==> config.mk <==
export PLATFORM = sky130hd
export DESIGN_NAME = id_ex_stage_reg
export DESIGN_NICKNAME = d
export VERILOG_FILES = /design/src/rtl/id_ex_stage_reg.sv
export SDC_FILE = /design/constraint.sdc
export NUM_CORES = 1
export LEC_CHECK = 0
export BUFFER_PORTS_ARGS = -buffer_cell sky130_fd_sc_hd__buf_2
export CORE_AREA = 2 2 147 149
export CTS_BUF_LIST = sky130_fd_sc_hd__clkbuf_8 sky130_fd_sc_hd__clkbuf_16
export DETAILED_ROUTE_END_ITERATION = 8
export DIE_AREA = 0 0 149 151
export GPL_TIMING_DRIVEN = 0
export SLEW_MARGIN = 20
export SYNTH_ARGS = -nofsm -noshare
export SYNTH_HDL_FRONTEND = slang
export SYNTH_SLANG_ARGS = --single-unit
==> constraint.sdc <==
create_clock -name clk -period 2.05 [get_ports clk]
set_input_delay 0.1025 -clock clk [delete_from_list [all_inputs] [get_ports clk]]
set_output_delay 0.1025 -clock clk [all_outputs]
set_load 0.01 [all_outputs]
==> src/rtl/id_ex_stage_reg.sv <==
// rtl/id_ex_stage_reg.sv - ID/EX pipeline register with load-use hazard detection and bubble counter
module id_ex_stage_reg #(
   parameter int XLEN  = 32,
   parameter int CNT_W = 16
) (
   input  logic             clk,
   input  logic             rst_n,
   input  logic             id_valid,
   input  logic [10:0]      id_ctrl,
   input  logic [XLEN-1:0]  id_pc,
   input  logic [XLEN-1:0]  id_rs1_data,
   input  logic [XLEN-1:0]  id_rs2_data,
   input  logic [XLEN-1:0]  id_imm,
   input  logic [4:0]       id_rs1,
   input  logic [4:0]       id_rs2,
   input  logic [4:0]       id_rd,
   input  logic [9:0]       id_funct,
   input  logic             ex_flush,
   input  logic             hold,
   output logic [10:0]      ex_ctrl,
   output logic [XLEN-1:0]  ex_pc,
   output logic [XLEN-1:0]  ex_rs1_data,
   output logic [XLEN-1:0]  ex_rs2_data,
   output logic [XLEN-1:0]  ex_imm,
   output logic [4:0]       ex_rs1,
   output logic [4:0]       ex_rs2,
   output logic [4:0]       ex_rd,
   output logic [9:0]       ex_funct,
   output logic             ex_valid,
   output logic             stall,
   output logic [CNT_W-1:0] bubble_cnt
);

   // bit 7 of the control word is MemRead
   localparam int MEMREAD_BIT = 7;

   logic lu;

   // load in EX whose destination is read by the instruction in ID; rs1/rs2 are
   // not qualified by opcode, so LUI/JAL/AUIPC may stall spuriously (harmless)
   always_comb begin
      lu    = ex_valid & ex_ctrl[MEMREAD_BIT] & id_valid & (ex_rd != 5'd0) &
              ((ex_rd == id_rs1) | (ex_rd == id_rs2));
      stall = lu & ~ex_flush;
   end

   // pipeline register: reset > flush > hold > load-use bubble > capture
   always_ff @(posedge clk) begin
      if (!rst_n) begin
         ex_ctrl     <= '0;
         ex_pc       <= '0;
         ex_rs1_data <= '0;
         ex_rs2_data <= '0;
         ex_imm      <= '0;
         ex_rs1      <= '0;
         ex_rs2      <= '0;
         ex_rd       <= '0;
         ex_funct    <= '0;
         ex_valid    <= 1'b0;
      end else if (ex_flush || (!hold && lu)) begin
         ex_ctrl     <= '0;
         ex_pc       <= '0;
         ex_rs1_data <= '0;
         ex_rs2_data <= '0;
         ex_imm      <= '0;
         ex_rs1      <= '0;
         ex_rs2      <= '0;
         ex_rd       <= '0;
         ex_funct    <= '0;
         ex_valid    <= 1'b0;
      end else if (!hold) begin
         // an invalid slot carries no control so it can never write state
         ex_ctrl     <= id_valid ? id_ctrl : 11'd0;
         ex_pc       <= id_pc;
         ex_rs1_data <= id_rs1_data;
         ex_rs2_data <= id_rs2_data;
         ex_imm      <= id_imm;
         ex_rs1      <= id_rs1;
         ex_rs2      <= id_rs2;
         ex_rd       <= id_rd;
         ex_funct    <= id_funct;
         ex_valid    <= id_valid;
      end
   end

   // saturating count of load-use bubbles; flush and hold never count
   always_ff @(posedge clk) begin
      if (!rst_n) begin
         bubble_cnt <= '0;
      end else if (!ex_flush && !hold && lu && (bubble_cnt != {CNT_W{1'b1}})) begin
         bubble_cnt <= bubble_cnt + 1'b1;
      end
   end

endmodule

==> flow_results.xml <==
<?xml version="1.0" encoding="UTF-8"?>
<metrics>
  <group name="synthesis">
    <metric name="synth_flop_cell" unit="">dfxtp_1</metric>
    <metric name="postSynthAreaPerCell" unit="um^2">10.8</metric>
    <metric name="ys_warn_count" unit="">0</metric>
    <metric name="fraction_of_registers_with_async_set_reset" unit="">0</metric>
    <metric name="post_synth_instance_area" unit="mm^2">0.00725</metric>
    <metric name="ys_seq_area_frac" unit="">0.500</metric>
    <metric name="yosys_register_bits" unit="">181</metric>
    <metric name="post_synth_inst_count" unit="">673</metric>
    <metric name="fraction_of_synthesized_cell_area_taken_by_the_top_area_cell_type" unit="">0.500</metric>
    <metric name="yosys.cell_types.count" unit="">46</metric>
    <metric name="synth_area_leaders" unit="">dfxtp_1, mux2i_1, nor2_1</metric>
    <metric name="net_count_after_synthesis" unit="">843</metric>
    <metric name="synth_top_area_cell" unit="">dfxtp_1</metric>
    <metric name="synth_enable_flop_cells" unit="">0</metric>
  </group>
  <group name="pwr">
    <metric name="power.internal" unit="mW">5.89</metric>
    <metric name="pwr_total" unit="mW">8.02</metric>
    <metric name="clock_power_share" unit="">0.400</metric>
    <metric name="netSwitchingFraction" unit="">0.266</metric>
    <metric name="total_leakage_power" unit="nW">5.59</metric>
    <metric name="pwr_density_cell" unit="mW/mm^2">692</metric>
    <metric name="comb_power_share" unit="">0.143</metric>
    <metric name="peakVddDrop" unit="mV">0.505</metric>
    <metric name="p_switching" unit="mW">2.13</metric>
    <metric name="power.sequential.fraction" unit="">0.458</metric>
  </group>
  <group name="timing">
    <metric name="report.final.slew_viol_count" unit="">0</metric>
    <metric name="finalSetupViolations" unit="">0</metric>
    <metric name="fin_skew" unit="ns">0.0120</metric>
    <metric name="worst_slack" unit="ns">0.0889</metric>
    <metric name="final_period_minus_worst_setup_slack" unit="ns">1.96</metric>
    <metric name="slew_headroom" unit="">0.422</metric>
    <metric name="worst_pin_slew" unit="ns">0.867</metric>
    <metric name="min_period_over_period" unit="">0.957</metric>
    <metric name="fin_tns_setup" unit="ns">0</metric>
    <metric name="timing.final.hold_violations" unit="">0</metric>
    <metric name="fmax" unit="MHz">510</metric>
    <metric name="rsz_0062_raised_after_global_routing" unit="">yes</metric>
  </group>
  <group name="detailed_routing">
    <metric name="drc" unit="">0</metric>
    <metric name="final_antenna_net_count" unit="">0</metric>
    <metric name="via_count" unit="">6759</metric>
    <metric name="drtPass1Iterations" unit="">4</metric>
    <metric name="drt-total-wl" unit="um">23000</metric>
    <metric name="drt_iter0_markers" unit="">176</metric>
    <metric name="drt-vias-per-instance" unit="">4.53</metric>
    <metric name="post_drt_wl_per_cell" unit="um">15.4</metric>
  </group>
  <group name="clock_tree">
    <metric name="clk-insertion-delay-late" unit="ns">0.43</metric>
    <metric name="clkTransAtPathRegs" unit="ns">0.07</metric>
    <metric name="cts-buffers-inserted" unit="">17</metric>
    <metric name="cts_max_path_buffers" unit="">2</metric>
    <metric name="clock_sink_count" unit="">181</metric>
    <metric name="cts-root-buf" unit="">clkbuf_16</metric>
    <metric name="htreeDepth" unit="">4</metric>
    <metric name="tritoncts" unit="">yes</metric>
  </group>
  <group name="finish">
    <metric name="final_cell_area" unit="mm^2">0.0116</metric>
    <metric name="final_common_cell" unit="">buf_2</metric>
    <metric name="drive_gt1_frac" unit="">0.403</metric>
    <metric name="layout.area.seq" unit="mm^2">0.00363</metric>
    <metric name="insertedDiodeCount" unit="">0</metric>
    <metric name="flow.area_growth_from_synthesis" unit="%">60.0</metric>
    <metric name="utilization" unit="">0.557</metric>
    <metric name="filler_cell_count" unit="">1845</metric>
    <metric name="final_net_count" unit="">1375</metric>
    <metric name="most_frequent_cells_in_the_layout" unit="">buf_2, dfxtp_1, dlygate4sd3_1, mux2i_1, nor2_1</metric>
    <metric name="multi_input_area" unit="mm^2">0.00330</metric>
  </group>
  <group name="global_route">
    <metric name="global_route.usage.total" unit="">0.195</metric>
    <metric name="gr-total-overflow" unit="">0</metric>
    <metric name="grt_pass1_wl" unit="um">34500</metric>
    <metric name="grt_pass1_vias" unit="">6696</metric>
    <metric name="initial_antenna_violation_count" unit="">0</metric>
    <metric name="maximum_number_of_pins_on_one_net_before_global_route_repair" unit="">20</metric>
  </group>
  <group name="setup_path">
    <metric name="critPathMaxFanout" unit="">19</metric>
    <metric name="crit_type" unit="">reg -&gt; out</metric>
    <metric name="timing.critical_path.to_type" unit="">output port</metric>
    <metric name="worstSetupStartpointType" unit="">flip-flop</metric>
    <metric name="crit_arrival" unit="ns">1.86</metric>
    <metric name="required" unit="ns">1.95</metric>
  </group>
  <group name="die">
    <metric name="fp.dieH" unit="um">151</metric>
    <metric name="placement_rows" unit="">53</metric>
    <metric name="dieArea" unit="mm^2">0.0225</metric>
    <metric name="fp.dieW" unit="um">149</metric>
    <metric name="io_pins" unit="">351</metric>
    <metric name="floorplan.core_area" unit="mm^2">0.0208</metric>
    <metric name="start_util" unit="">0.348</metric>
  </group>
  <group name="status">
    <metric name="run_status" unit="">complete, no violations</metric>
  </group>
  <group name="job">
    <metric name="maxCapViolCount" unit="">0</metric>
  </group>
  <group name="worst_hold_path">
    <metric name="min_path_type" unit="">in -&gt; reg</metric>
  </group>
  <group name="place">
    <metric name="gp_congestion" unit="">0.788</metric>
    <metric name="dpl.hpwl" unit="um">15900</metric>
    <metric name="numPortBuffers" unit="">349</metric>
    <metric name="placed_cell_area" unit="mm^2">0.00934</metric>
    <metric name="dp_slack" unit="ns">0.0164</metric>
  </group>
</metrics>
[power groups by stage]
stage	Combinational (mW)	Sequential (mW)	Clock, mW
CTS	1.15	3.67	3.30
finish	1.15	3.67	3.21
detailed placement	0.891	3.75	0
global placement	0.885	3.75	0
global route	1.24	3.68	3.41
floorplan	0.461	3.80	0
[stage by stage]
step                      instances  hold slack, ns
after floorplan                 673           0.246
after global placement         1297           0.329
after detailed placement       1297           0.338
after CTS                      1493          0.0446
after global routing           1493          0.0732
final                          1493          0.0703
[final timing paths]
check | cells past startpoint | start | slack, ns | end
setup reg to reg | 6 | bubble_cnt[0] | 0.14 | bubble_cnt[14]
hold reg to reg | 2 | ex_rs1_data[16] | 0.49 | ex_rs1_data[16]
setup / recovery | 6 | ex_rd[4] | 0.09 | stall
hold / removal | 3 | ex_flush | 0.07 | ex_valid
[area by class of cell]
class / count / area share
buffer: 43 / 0.0285
sequential: 181 / 0.313
clock inverter: 14 / 0.0118
clock buffer: 18 / 0.0379
timing repair buffer: 514 / 0.293
tap: 275 / 0.0297
multi-input combinational: 445 / 0.285
inverter: 3 / 0.00108
[routing by layer]
metal / track usage / share of wire / wire length (um)
met1: 0.227 / 0.41 / 9540
met2: 0.347 / 0.50 / 11500
met3: 0.0536 / 0.070 / 1610
met4: 0.0619 / 0.018 / 421
met5: 0 / 0 / 0
[cells by family (layout without fill, tap and decap cells)]
| logic type | count (synthesis) | count (layout) | synth area share |
|---|---|---|---|
| simple gates | 237 | 237 | 0.182 |
| flops | 181 | 181 | 0.500 |
| mux | 158 | 158 | 0.218 |
| buf+inv | 47 | 592 | 0.0470 |
| compound gates | 39 | 39 | 0.0389 |
| xor+xnor | 10 | 10 | 0.0121 |
| fa+ha+maj | 1 | 1 | 0.00173 |
[state kept, by name, indices dropped and copies added, names as in the netlist]
register,cells
bubble_cnt,16
ex_ctrl,11
ex_funct,10
ex_imm,32
ex_pc,32
ex_rd,5
ex_rs1,5
ex_rs1_data,32
ex_rs2,5
ex_rs2_data,32
ex_valid,1
[critical path, stage by stage, from the launching register on]
cell     delay (ns)
dfxtp_2        0.35
xor2_1         0.17
nor3_2         0.20
a22oi_2        0.13
buf_6          0.17
nor4b_2        0.24
buf_2          0.17
[timing repair]
| action | 4_1_cts | 5_1_grt |
|---|---|---|
| endpoints found under the hold margin | 169 | 0 |
| setup endpoints to repair | 2 | 36 |
| buffers inserted | 0 | 0 |
| resized for setup | 6 | 2 |
| hold buffers | 165 | 0 |
[cell usage after synthesis (4+ instances only)]
library cell	instances
buf_4	6
dfxtp_1	181
buf_2	6
a21oi_1	8
a22oi_1	11
buf_6	6
clkbuf_1	20
mux2i_1	158
nand2b_1	6
nor2_2	51
or3_1	8
nor2_4	20
nor2_1	101
o21ai_0	8
buf_12	4
xor2_1	10
nor3_1	6
nand2_1	14
nand4_1	13
Note: power is estimated with default switching activity, not from simulation.
